`src/rtl/bus_arbiter_n_if.sv`:
```
// bus_arbiter_n_if: requester-side and memory-side bus bundle for the N-master arbiter
interface bus_arbiter_n_if #(parameter int NUM_MASTERS = 2);
  localparam int IW = $clog2(NUM_MASTERS);
  logic [NUM_MASTERS-1:0] m_valid;
  logic [NUM_MASTERS-1:0] m_ready;
  logic [32*NUM_MASTERS-1:0] m_addr;
  logic [32*NUM_MASTERS-1:0] m_wdata;
  logic [4*NUM_MASTERS-1:0] m_wstrb;
  logic [31:0] m_rdata;
  logic s_valid;
  logic s_ready;
  logic [31:0] s_addr;
  logic [31:0] s_wdata;
  logic [3:0] s_wstrb;
  logic [31:0] s_rdata;
  logic [IW-1:0] grant_id;
  logic bus_err;
  // environment view: the requesting masters plus the external memory
  modport master (
    output m_valid, m_addr, m_wdata, m_wstrb, s_ready, s_rdata,
    input m_ready, m_rdata, s_valid, s_addr, s_wdata, s_wstrb, grant_id, bus_err
  );
  // arbiter view
  modport slave (
    input m_valid, m_addr, m_wdata, m_wstrb, s_ready, s_rdata,
    output m_ready, m_rdata, s_valid, s_addr, s_wdata, s_wstrb, grant_id, bus_err
  );
endinterface

```
`src/rtl/bus_arbiter_n.sv`:
```
// bus_arbiter_n: N-master to 1-slave valid/ready arbiter with fixed/round-robin priority and slave timeout
module bus_arbiter_n #(
  parameter int NUM_MASTERS = 2,
  parameter int RR_MODE = 1,
  parameter int TIMEOUT = 0,
  parameter logic [31:0] ERR_RDATA = 32'hDEAD_BEEF
) (
  input logic clk,
  input logic resetn,
  bus_arbiter_n_if.slave bus
);
  localparam int IW = $clog2(NUM_MASTERS);
  typedef enum logic {IDLE, BUSY} state_t;
  state_t state_q, state_d;
  logic [IW-1:0] grant_q, grant_d, ptr_q, ptr_d, win;
  logic [IW:0] cand, nxt;
  logic [31:0] cnt_q, cnt_d, addr_q, addr_d, wdata_q, wdata_d;
  logic [3:0] wstrb_q, wstrb_d;
  logic bus_err_q, bus_err_d;
  // winner scan: walk offsets from farthest to nearest so the highest-priority requester overwrites last
  always_comb begin
    win = '0;
    cand = '0;
    for (int i = NUM_MASTERS - 1; i >= 0; i--) begin
      cand = (RR_MODE != 0) ? {1'b0, ptr_q} + (IW+1)'(i) : (IW+1)'(i);
      cand = (cand >= (IW+1)'(NUM_MASTERS)) ? cand - (IW+1)'(NUM_MASTERS) : cand;
      if (bus.m_valid[cand[IW-1:0]]) win = cand[IW-1:0];
    end
  end
  // next state, request latch, completion and timeout handling
  always_comb begin
    state_d = state_q;
    grant_d = grant_q;
    ptr_d = ptr_q;
    cnt_d = cnt_q;
    addr_d = addr_q;
    wdata_d = wdata_q;
    wstrb_d = wstrb_q;
    bus_err_d = 1'b0;
    bus.m_ready = '0;
    bus.m_rdata = bus.s_rdata;
    nxt = {1'b0, win} + (IW+1)'(1);
    if (state_q == IDLE) begin
      if (|bus.m_valid) begin
        state_d = BUSY;
        grant_d = win;
        cnt_d = '0;
        addr_d = bus.m_addr[32*win +: 32];
        wdata_d = bus.m_wdata[32*win +: 32];
        wstrb_d = bus.m_wstrb[4*win +: 4];
        ptr_d = (RR_MODE == 0) ? ptr_q : (nxt == (IW+1)'(NUM_MASTERS)) ? '0 : nxt[IW-1:0];
      end
    end else if (bus.s_ready) begin
      bus.m_ready[grant_q] = 1'b1;
      state_d = IDLE;
    end else if (TIMEOUT != 0 && cnt_q == 32'(TIMEOUT - 1)) begin
      bus.m_ready[grant_q] = 1'b1;
      bus.m_rdata = ERR_RDATA;
      bus_err_d = 1'b1;
      state_d = IDLE;
    end else begin
      cnt_d = cnt_q + 32'd1;
    end
  end
  // state and request registers; reset aborts any access in flight
  always_ff @(posedge clk or negedge resetn) begin
    if (!resetn) begin
      state_q <= IDLE;
      grant_q <= '0;
      ptr_q <= '0;
      cnt_q <= '0;
      addr_q <= '0;
      wdata_q <= '0;
      wstrb_q <= '0;
      bus_err_q <= 1'b0;
    end else begin
      state_q <= state_d;
      grant_q <= grant_d;
      ptr_q <= ptr_d;
      cnt_q <= cnt_d;
      addr_q <= addr_d;
      wdata_q <= wdata_d;
      wstrb_q <= wstrb_d;
      bus_err_q <= bus_err_d;
    end
  end
  assign bus.s_valid = (state_q == BUSY);
  assign bus.s_addr = addr_q;
  assign bus.s_wdata = wdata_q;
  assign bus.s_wstrb = wstrb_q;
  assign bus.grant_id = grant_q;
  assign bus.bus_err = bus_err_q;
endmodule

```
`src/flat_wrapper.sv`:
```
// flat-port wrapper written by rule: the top's interface ports become plain ports
module bus_arbiter_n_flat 
#(
  parameter int NUM_MASTERS = 2,
  parameter int RR_MODE = 1,
  parameter int TIMEOUT = 0,
  parameter logic [31:0] ERR_RDATA = 32'hDEAD_BEEF
)
  (clk, resetn, bus_m_valid, bus_m_addr, bus_m_wdata, bus_m_wstrb, bus_s_ready, bus_s_rdata, bus_m_ready, bus_m_rdata, bus_s_valid, bus_s_addr, bus_s_wdata, bus_s_wstrb, bus_grant_id, bus_bus_err);
  bus_arbiter_n_if #(.NUM_MASTERS(NUM_MASTERS)) bus_i ();
  input logic clk;
  input logic resetn;
  input wire logic [$bits(bus_i.m_valid)-1:0] bus_m_valid;
  input wire logic [$bits(bus_i.m_addr)-1:0] bus_m_addr;
  input wire logic [$bits(bus_i.m_wdata)-1:0] bus_m_wdata;
  input wire logic [$bits(bus_i.m_wstrb)-1:0] bus_m_wstrb;
  input wire logic [$bits(bus_i.s_ready)-1:0] bus_s_ready;
  input wire logic [$bits(bus_i.s_rdata)-1:0] bus_s_rdata;
  output wire logic [$bits(bus_i.m_ready)-1:0] bus_m_ready;
  output wire logic [$bits(bus_i.m_rdata)-1:0] bus_m_rdata;
  output wire logic [$bits(bus_i.s_valid)-1:0] bus_s_valid;
  output wire logic [$bits(bus_i.s_addr)-1:0] bus_s_addr;
  output wire logic [$bits(bus_i.s_wdata)-1:0] bus_s_wdata;
  output wire logic [$bits(bus_i.s_wstrb)-1:0] bus_s_wstrb;
  output wire logic [$bits(bus_i.grant_id)-1:0] bus_grant_id;
  output wire logic [$bits(bus_i.bus_err)-1:0] bus_bus_err;
  assign bus_i.m_valid = bus_m_valid;
  assign bus_i.m_addr = bus_m_addr;
  assign bus_i.m_wdata = bus_m_wdata;
  assign bus_i.m_wstrb = bus_m_wstrb;
  assign bus_i.s_ready = bus_s_ready;
  assign bus_i.s_rdata = bus_s_rdata;
  assign bus_m_ready = bus_i.m_ready;
  assign bus_m_rdata = bus_i.m_rdata;
  assign bus_s_valid = bus_i.s_valid;
  assign bus_s_addr = bus_i.s_addr;
  assign bus_s_wdata = bus_i.s_wdata;
  assign bus_s_wstrb = bus_i.s_wstrb;
  assign bus_grant_id = bus_i.grant_id;
  assign bus_bus_err = bus_i.bus_err;
  bus_arbiter_n #(.NUM_MASTERS(NUM_MASTERS), .RR_MODE(RR_MODE), .TIMEOUT(TIMEOUT), .ERR_RDATA(ERR_RDATA)) u_core (.clk(clk), .resetn(resetn), .bus(bus_i));
endmodule
```
`config.mk`:
```
export PLATFORM = sky130hd
export DESIGN_NAME = bus_arbiter_n_flat
export DESIGN_NICKNAME = d
export VERILOG_FILES = /design/src/rtl/bus_arbiter_n_if.sv /design/src/rtl/bus_arbiter_n.sv /design/src/flat_wrapper.sv
export SDC_FILE = /design/constraint.sdc
export NUM_CORES = 1
export LEC_CHECK = 0
export ABC_CLOCK_PERIOD_IN_PS = 1900
export CAP_MARGIN = 20
export CORE_ASPECT_RATIO = 0.75
export CORE_MARGIN = 2
export CORE_UTILIZATION = 32
export CTS_BUF_LIST = sky130_fd_sc_hd__clkbuf_8 sky130_fd_sc_hd__clkbuf_16
export DETAILED_ROUTE_END_ITERATION = 10
export PLACE_DENSITY = 0.8
export SYNTH_ARGS = -nofsm -noshare
export SYNTH_HDL_FRONTEND = slang
export SYNTH_SLANG_ARGS = --single-unit
```
`constraint.sdc`:
```
create_clock -name clk -period 1.9 [get_ports clk]
set_input_delay 0.19 -clock clk [delete_from_list [all_inputs] [get_ports clk]]
set_output_delay 0.19 -clock clk [all_outputs]
set_load 0.005 [all_outputs]
```
Yosys cells after proc, flatten, opt, wreduce, memory -nomap -nowiden
Cells that the tools add are included.

Multiply operators: 0. Multiplexer cells: 16. Bitwise logic cells: 1. Div/mod/pow operators: 0. Equality and inequality tests: 1. Reductions and logical operators: 3. Magnitude comparators: 6. Shift-type cells: 3. Add/sub/neg operators: 4.

Operators by type and width (count): indexed part select 64 x 7 -> 32 bit (2); two-way mux 1 bit (13); indexed part select 8 x 4 -> 4 bit (1); less-than comparator 1 x 2 -> 1 bit, second input constant (3); adder 1 x 1 -> 2 bit, second input constant (2); two-way mux 2 bit (2); equality test 2 bit, second input constant (1); greater-or-equal comparator 1 x 2 -> 1 bit, second input constant (1); greater-or-equal comparator 2 bit, second input constant (1); AND reduction 2 bit (1); OR reduction 2 bit (1); subtractor 1 bit, second input constant (2); demux 1 bit (select 1 bit) (1); greater-or-equal comparator 1 bit, second input constant (1); logical AND 1 bit (1); inverter 1 bit (1).

Bits in read-only memories: 0. Memories: 0. Output and inout port bits: 105. Register bits after elaboration: 71. RAM bits: 0. Input port bits: 173. Bits in latches: 0.

Logic depth before layout (Yosys ltp)
Gate-level depths: netlist of the first run.

Word-level depth: 10. Gate-level depth with buffers: 6.

Least setup slack after synthesis of the first run
OpenSTA, ideal clock, no wires.

Kind: register to register. Start point: register u_core.state_q (netlist: u_core.bus.s_valid). End point: register u_core.addr_q[10] (netlist: u_core.bus.s_addr[10]). Path buffers: 3. Cell stages (with the launch flop): 7. Period minus slack after synthesis: 1412 ps. Required time: 1774 ps. Library setup time: 126 ps. Arrival time: 1286 ps. Path slack: 488 ps. Path through: dfrtp_1 inv_1 o211a_1 buf_6 buf_6 buf_6 a221o_1.

Cells in the longest elaborated chain, start to end: 2.

Ends and longest elaborated chain: from (decl) (RTL line bus_arbiter_n.sv:14) `state_t state_q, state_d;`; from (signal assigned) (RTL line bus_arbiter_n.sv:77) `state_q <= state_d;`; inverter 1 bit (no source line); AND reduction 2 bit (no source line); to (signal assigned) (RTL line bus_arbiter_n.sv:81) `addr_q <= addr_d;`; to (decl) (RTL line bus_arbiter_n.sv:17) `logic [31:0] cnt_q, cnt_d, addr_q, addr_d, wdata_q, wdata_d;`.

Every way passes these cells. A chain may end at the register's enable or synchronous reset.

Worst setup path after layout of the first run
Start point: register u_core.state_q (netlist: u_core.bus.s_valid). End point: output bus_m_ready[0].

Cells in the longest elaborated chain, start to end: 1.

Ends and longest elaborated chain: two-way mux 2 bit (RTL line bus_arbiter_n.sv:43) `if (state_q == IDLE) begin`; to (decl) (RTL line flat_wrapper.sv:19) `output wire logic [$bits(bus_i.m_ready)-1:0] bus_m_ready;`.

Every way passes these cells.

==> metrics.md, run 1 <==
| Metric | Value |
|---|---|
| Status | finished, final reports clean |
| CTS tree | yes |
| Slew Limit Fails | 0 |
| Post-route ant nets | 0 |
| Congestion Overflow GR | 0 |
| Floorplan row count | 32 |
| Final min period | 1.73 ns |
| Die area | 11200 um2 |
| H-Tree Level Count | 3 |
| Max-Cap Viols | 0 |
| Type of the tightest min-delay check | in2async |
| Leakage | 2.38 nW |
| Unrepaired setup endpoints after global routing | false |
| Initial drt markers | 154 |
| Final core utilization | 0.561 |
| CTS Root Buffer Type | clkbuf_16 |
| Yosys Warn Count | 0 |
| I/O Buffers | 212 |
| Antenna violations before repair | 0 |
| Routed vias | 2988 |
| Peak Freq | 577 MHz |
| Total track usage | 0.186 |
| Largest family of logic cells by synthesized area | compound AO/OA/AOI/OAI gates |
| Post-synthesis cell count | 274 |
| Startpoint Class | flip-flop |
| WL per Instance | 17.5 um |
| Synth cell types | 18 |
| Synth Area in Compound Gates | 0.221 |
| Placeable core region | 10200 um2 |
| Post-Synth XOR/XNOR Area | 0 |
| Detailed-route DRC error count | 0 |
| Register area | 1780 um2 |
| CTS sink cnt | 71 |
| Vias in the first global route | 3130 |
| R2r startpoint | u_core.bus.s_valid$_DFF_PN0_ |
| Placed inst area | 5410 um2 |
| First-pass GRT wire length | 16.1 mm |
| CTS buffer count | 9 |
| Crit path required time | 1.71 ns |
| NumNets Final | 624 |
| Post-Synth Adder-Cell Area | 0 |
| Largest net degree at the start of global routing | 40 |
| Gpl congestion | 0.734 |
| DP HPWL | 7.44 mm |
| Crit path launch | u_core.bus.s_valid$_DFF_PN0_ |
| DR pass1 iterations | 5 |
| Reg2reg end | u_core.bus.s_wdata[27]$_DFFE_PN0P_ |
| Design area | 5710 um2 |
| CP max FO | 7 |
| Setup TNS | 0 ns |
| Sequential fraction of the synthesis area | 0.536 |
| Crit Path Category | reg2out |
| Power per standard cell area | 992 nW/um2 |
| Crit end category | output pin |
| Fillers | 865 |
| Maximum vdd drop | 0.388 mV |
| Post-DR vias/cell | 5.05 |
| Worst skew pair latency | 0.32 ns |
| Clock slew at reported path FFs | 0.06 ns |
| Final hold violations | 0 |
| Multiplexer area fraction after synthesis | 0 |
| Die Y | 92.2 um |
| Worst clock skew | 0.00338 ns |
| Post-Syn Area per Cell | 12.1 um2 |
| Starting Density | 0.326 |
| Cell Area, Synth | 3320 um2 |
| DIE WIDTH | 122 um |
| Top Ports | 278 |
| CP arrival | 1.54 ns |
| Multi-input logic area | 1200 um2 |
| Final wirelength | 10.4 mm |
| Tcrit/Tclk final | 0.912 |
| Clock buffer depth | 2 |
| Share of layout cells above drive strength 1 | 0.0592 |
| Worst Reg-to-Reg Cells | 4 |
| Area grow syn2layout | 72.0% |
| FF-to-FF setup slack | 0.35 ns |
| Synth Register Bits | 71 |
| Ant. Diodes | 0 |
| Synth Area in Simple Gates | 0.132 |
| Final setup viols | 0 |
| Synth Net Count | 447 |
| Critical Path Sink | bus_m_ready[0] |
| Post-CTS resize count | 0 |
==> synthesized netlist by cell type <==
master / number / area (um2)
o31a_1: 1 / 8.76
o211a_1: 1 / 10.0
and2_1: 68 / 425
dfrtp_1: 71 / 1780
a221o_1: 68 / 681
a211oi_2: 1 / 12.5
buf_4: 33 / 248
a21o_1: 2 / 15.0
nor2_1: 1 / 3.75
inv_1: 1 / 3.75
buf_2: 2 / 10.0
nand2_1: 1 / 3.75
clkbuf_1: 17 / 63.8
buf_6: 3 / 33.8
o21bai_1: 1 / 7.51
conb_1: 1 / 3.75
inv_2: 1 / 3.75
and3_1: 1 / 6.26
==> routing by layer <==
metal | track usage | part of all wire | up-vias
li1 | - | - | 1345
met1 | 0.210 | 0.40 | 1476
met2 | 0.321 | 0.50 | 151
met3 | 0.0703 | 0.094 | 16
met4 | 0.0642 | 0.015 | 0
met5 | 0 | 0 | -
==> state kept, by name (all words and copies together) (netlist names) <==
signal and cells:
u_core.bus.s_wstrb 4, u_core.bus.s_wdata 32, u_core.ptr_q 1, u_core.bus.grant_id 1, u_core.bus.s_valid 1, u_core.bus.s_addr 32
==> layout make-up <==
class	count	share of cell area
clock buffers	10	0.0419
flip-flops and latches	71	0.311
inverters	2	0.00132
multi-input cells	146	0.210
clock inverters	6	0.00921
repair buffers	221	0.397
well taps	136	0.0298
==> repair_timing <==
item                       4_1_cts  5_1_grt
hold endpoints to repair        35        0
hold buffers                     1        0
setup buffers                    0        0
setup endpoints to repair        0        0
==> metrics by stage <==
step           hold slack [ns]  setup slack (ns)  power (mW)  instances
5_1_grt                  0.380            0.0681        5.99        592
6_report                 0.354             0.167        5.66        592
3_3_place_gp             0.177             0.172        3.99        575
4_1_cts                  0.369             0.145        5.75        592
2_1_floorplan           -0.106             0.488        2.80        274
3_5_place_dp             0.181             0.112        4.04        575
==> cell usage in the layout, fill, tap and decap left out, types with 2 or more instances in the layout <==
cell             netlist  final
inv_1                  1      3
clkbuf_16              0      9
and2_1                68     68
a221o_1               68     68
buf_4                 33      3
clkdlybuf4s50_1        0    211
dfrtp_1               71     71
clkinv_2               0      3
buf_12                 0      6
a21o_1                 2      2
==> where the power goes <==
| group | internal, mW | leakage (nW) | switching, mW |
|---|---|---|---|
| Sequential | 1.89 | 0.877 | 0.211 |
| Combinational | 1.32 | 1.35 | 0.588 |
| Clock | 1.03 | 0.155 | 0.614 |
==> worst max-delay path, cell delays in order, from the launching register on <==
cell,delay [ns]
dfrtp_1,0.49
nand2_1,0.13
nor2_1,0.10
clkdlybuf4s50_1,0.50
==> logic make-up after synthesis <==
| logic type | after synthesis |
|---|---|
| AOI/OAI and AO/OA | 74 |
| buffers and inverters | 57 |
| DFF | 71 |
| other | 1 |
| and+or+nand+nor | 71 |
==> worst min-delay path by stage <==
stage	slack, ns	to	start	depth (start not counted)
finish	0.35	u_core.bus.s_wdata[17]$_DFFE_PN0P_	resetn	2
detailed placement	0.18	u_core.bus.s_wdata[17]$_DFFE_PN0P_	resetn	1
floorplan	-0.11	u_core.bus.grant_id$_DFFE_PN0P_	resetn	0
global route	0.38	bus_m_rdata[11]	bus_s_rdata[11]	0
global placement	0.18	u_core.bus.s_wdata[17]$_DFFE_PN0P_	resetn	1
CTS	0.37	u_core.bus.s_wdata[17]$_DFFE_PN0P_	resetn	2
Power figures use the tool's default switching activity.
==> inputs of run 2 (changes only) <==
--- a/config.mk
+++ b/config.mk
@@ -5,14 +5,15 @@
 export SDC_FILE = /design/constraint.sdc
 export NUM_CORES = 1
 export LEC_CHECK = 0
+export ABC_AREA = 1
 export ABC_CLOCK_PERIOD_IN_PS = 1900
 export CAP_MARGIN = 20
 export CORE_ASPECT_RATIO = 0.75
 export CORE_MARGIN = 2
-export CORE_UTILIZATION = 32
+export CORE_UTILIZATION = 34
 export CTS_BUF_LIST = sky130_fd_sc_hd__clkbuf_8 sky130_fd_sc_hd__clkbuf_16
 export DETAILED_ROUTE_END_ITERATION = 10
-export PLACE_DENSITY = 0.8
+export PLACE_DENSITY = 0.81
 export SYNTH_ARGS = -nofsm -noshare
 export SYNTH_HDL_FRONTEND = slang
 export SYNTH_SLANG_ARGS = --single-unit
==> metrics.md, run 2 <==
| Metric | Value |
|---|---|
| Type of the tightest min-delay check | in2async |
| Slew Limit Fails | 0 |
| Detailed-route DRC error count | 0 |
| Clk pwr share | 0.244 |
| Commonest cells post-synth | nand3_1 (136), nand2_1 (72), dfrtp_1 (71) |
| Die Y | 94.0 um |
| Post-synth top area cell | dfrtp_1 |
| CTS sink cnt | 71 |
| Post-Layout Cell Count | 737 |
| Sequential fraction of the synthesis area | 0.484 |
| Unrepaired setup endpoints after global routing | false |
| Post-route ant nets | 0 |
| First-pass GRT wire length | 19.0 mm |
| Vias in the first global route | 3803 |
| Top cell family by delay on the critical path | buffers and inverters |
| Critical-path cell list | nand2_1 -> nor2_1 -> clkdlybuf4s50_1 |
| Crit end category | output pin |
| Post-DR vias/cell | 5.41 |
| Final hold violations | 0 |
| Final wirelength | 12.8 mm |
| Top Ports | 278 |
| Floorplan row count | 32 |
| H-Tree Level Count | 3 |
| Worst skew pair latency | 0.32 ns |
| WL per Instance | 17.3 um |
| Cell Area, Synth | 3670 um2 |
| Yosys top cell area share | 0.484 |
| Starting Density | 0.353 |
| Synth cell types | 17 |
| WP buf/inv | 1 |
| Seq pwr share | 0.337 |
| Antenna violations before repair | 0 |
| Psw | 2.38 mW |
| Worst Reg-to-Reg Cells | 4 |
| Gpl congestion | 0.760 |
| Post-synthesis cell count | 436 |
| Status | finished, final reports clean |
| Post-CTS Setup Bufs | 0 |
| Ant. Diodes | 0 |
| Setup TNS | 0 ns |
| Share of layout cells above drive strength 1 | 0.0582 |
| Final setup viols | 0 |
| Reg2reg end | u_core.bus.s_addr[21]$_DFFE_PN0P_ |
| NumNets Final | 769 |
| Design area | 6000 um2 |
| Placeable core region | 10400 um2 |
| Commonest non-fill, non-tap cell in the layout | clkdlybuf4s50_1 |
| FF-to-FF setup slack | 0.56 ns |
| Crit path required time | 1.71 ns |
| Total track usage | 0.210 |
| Congestion Overflow GR | 0 |
| Most frequent cells in the layout | clkdlybuf4s50_1 (210), nand3_1 (136), nand2_1 (71), dfrtp_1 (71), nand4_1 (68) |
| Crit path largest cell delay | 0.52 ns |
| Maximum vdd drop | 0.507 mV |
| CTS buffer count | 9 |
| DR pass1 iterations | 5 |
| Startpoint Class | flip-flop |
| CP max FO | 5 |
| Post-CTS resize count | 0 |
| Top_reg_cell synth | dfrtp_1 |
| Final min period | 1.70 ns |
| PnR worst setup slack | 0.199 ns |
| Leakage | 2.53 nW |
| Largest net degree at the start of global routing | 71 |
| DIE WIDTH | 124 um |
| Peak Freq | 588 MHz |
| DP Worst Slack | 0.241 ns |
| I/O Buffers | 212 |
| Slowest stage cell, crit path | clkdlybuf4s50_1 |
| Placed inst area | 5660 um2 |
| Tcrit/Tclk final | 0.895 |
| Post-Syn Area per Cell | 8.42 um2 |
| CP arrival | 1.51 ns |
| Net Sw Frac | 0.315 |
| Initial drt markers | 245 |
| Top cells by area, synth | dfrtp_1 (48%), nand3_1 (19%), nand4_1 (12%), nand2_1 (7.4%), buf_4 (7.0%) |
| Die area | 11600 um2 |
| Fillers | 910 |
| CTS Root Buffer Type | clkbuf_16 |
| Asr flop ratio synth | 1.00 |
| Synth Register Bits | 71 |
| Comb power frac | 0.419 |
| DP HPWL | 8.75 mm |
| Crit Path Category | reg2out |
| Number of synthesized flops with an enable pin | 0 |
| Most common cell in the netlist | nand3_1 |
| Routed vias | 3984 |
| Clock buffer depth | 2 |
| Dpl cells | 720 |
| Worst clock skew | 0.00441 ns |
| Yosys Warn Count | 0 |
| Internal power | 5.16 mW |
| Clock slew at reported path FFs | 0.06 ns |
| Area grow syn2layout | 63.5% |
| R2r startpoint | u_core.bus.s_valid$_DFF_PN0_ |
| Max-Cap Viols | 0 |
| CTS tree | yes |
| Synth Net Count | 609 |
| Power per standard cell area | 1260 nW/um2 |
[run 2: changes by cell type after synthesis, moves of 27 or more]
cell	before	now
nand3_1	0	136
buf_2	2	29
and2_1	68	0
a221o_1	68	0
nand2_1	1	72
nand4_1	0	68
[run 2: routing by layer]
layer / up-vias / global-route usage / wire, um
met1: 1877 / 0.249 / 4950
met2: 245 / 0.359 / 6110
met3: 23 / 0.0698 / 1400
met5: - / 0 / 0
met4: 0 / 0.0693 / 298
li1: 1839 / - / -
[run 2: logic make-up (layout without fill, tap and decap cells)]
family,Yosys count,in the layout,share of synthesized area
and+or+nand+nor,281,281,0.383
buffers and inverters,79,244,0.125
DFF,71,71,0.484
AOI/OAI and AO/OA,4,4,0.00648
other,1,1,0.00102
[run 2: cell type report]
| type | count | area (um2) | area share |
|---|---|---|---|
| inverters | 3 | 11.3 | 0.00188 |
| multi-input cells | 286 | 1440 | 0.241 |
| clock inverters | 5 | 80.1 | 0.0134 |
| repair buffers | 225 | 2260 | 0.378 |
| well taps | 136 | 170 | 0.0284 |
| clock buffers | 11 | 253 | 0.0421 |
| flip-flops and latches | 71 | 1780 | 0.296 |
[run 2: worst max path at each step]
stage                                      start                                  to  slack (ns)  cells after the start
global placement                  bus_m_valid[0]  u_core.bus.s_wdata[28]$_DFFE_PN0P_        0.31                      6
floorplan           u_core.bus.s_valid$_DFF_PN0_   u_core.bus.s_addr[30]$_DFFE_PN0P_        0.76                      5
CTS                 u_core.bus.s_valid$_DFF_PN0_                      bus_m_ready[0]        0.19                      3
finish              u_core.bus.s_valid$_DFF_PN0_                      bus_m_ready[0]        0.20                      3
global route        u_core.bus.s_valid$_DFF_PN0_                      bus_m_ready[1]        0.10                      3
detailed placement                bus_m_valid[0]  u_core.bus.s_wdata[28]$_DFFE_PN0P_        0.24                      6
[run 2: what timing repair did]
| action | in CTS | in global routing |
|---|---|---|
| endpoints found under the setup margin | 0 | 0 |
| endpoints found under the hold margin | 35 | 0 |
| hold buffers | 1 | 0 |
[run 2: metrics by stage]
step                      utilization  power (mW)  hold slack [ns]
final                           0.576        7.54            0.371
after global routing            0.576        7.99            0.380
after CTS                       0.576        7.61            0.370
after detailed placement        0.543        5.72            0.185
after global placement          0.543        5.63            0.176
after floorplan                     -        3.75           -0.106
[run 2: worst reg2reg max path: stages (launching register included)]
cell	delay, ns
dfrtp_1	0.46
inv_2	0.18
buf_12	0.31
nand4_1	0.21
nand3_1	0.12
[run 2: power groups by stage]
| stage | clock [mW] | sequential (mW) | combinational [mW] |
|---|---|---|---|
| after floorplan | 0 | 2.55 | 1.19 |
| after global placement | 0 | 2.53 | 3.11 |
| after detailed placement | 0 | 2.55 | 3.17 |
| after CTS | 1.88 | 2.54 | 3.19 |
| after global routing | 1.95 | 2.61 | 3.43 |
| final | 1.84 | 2.54 | 3.16 |
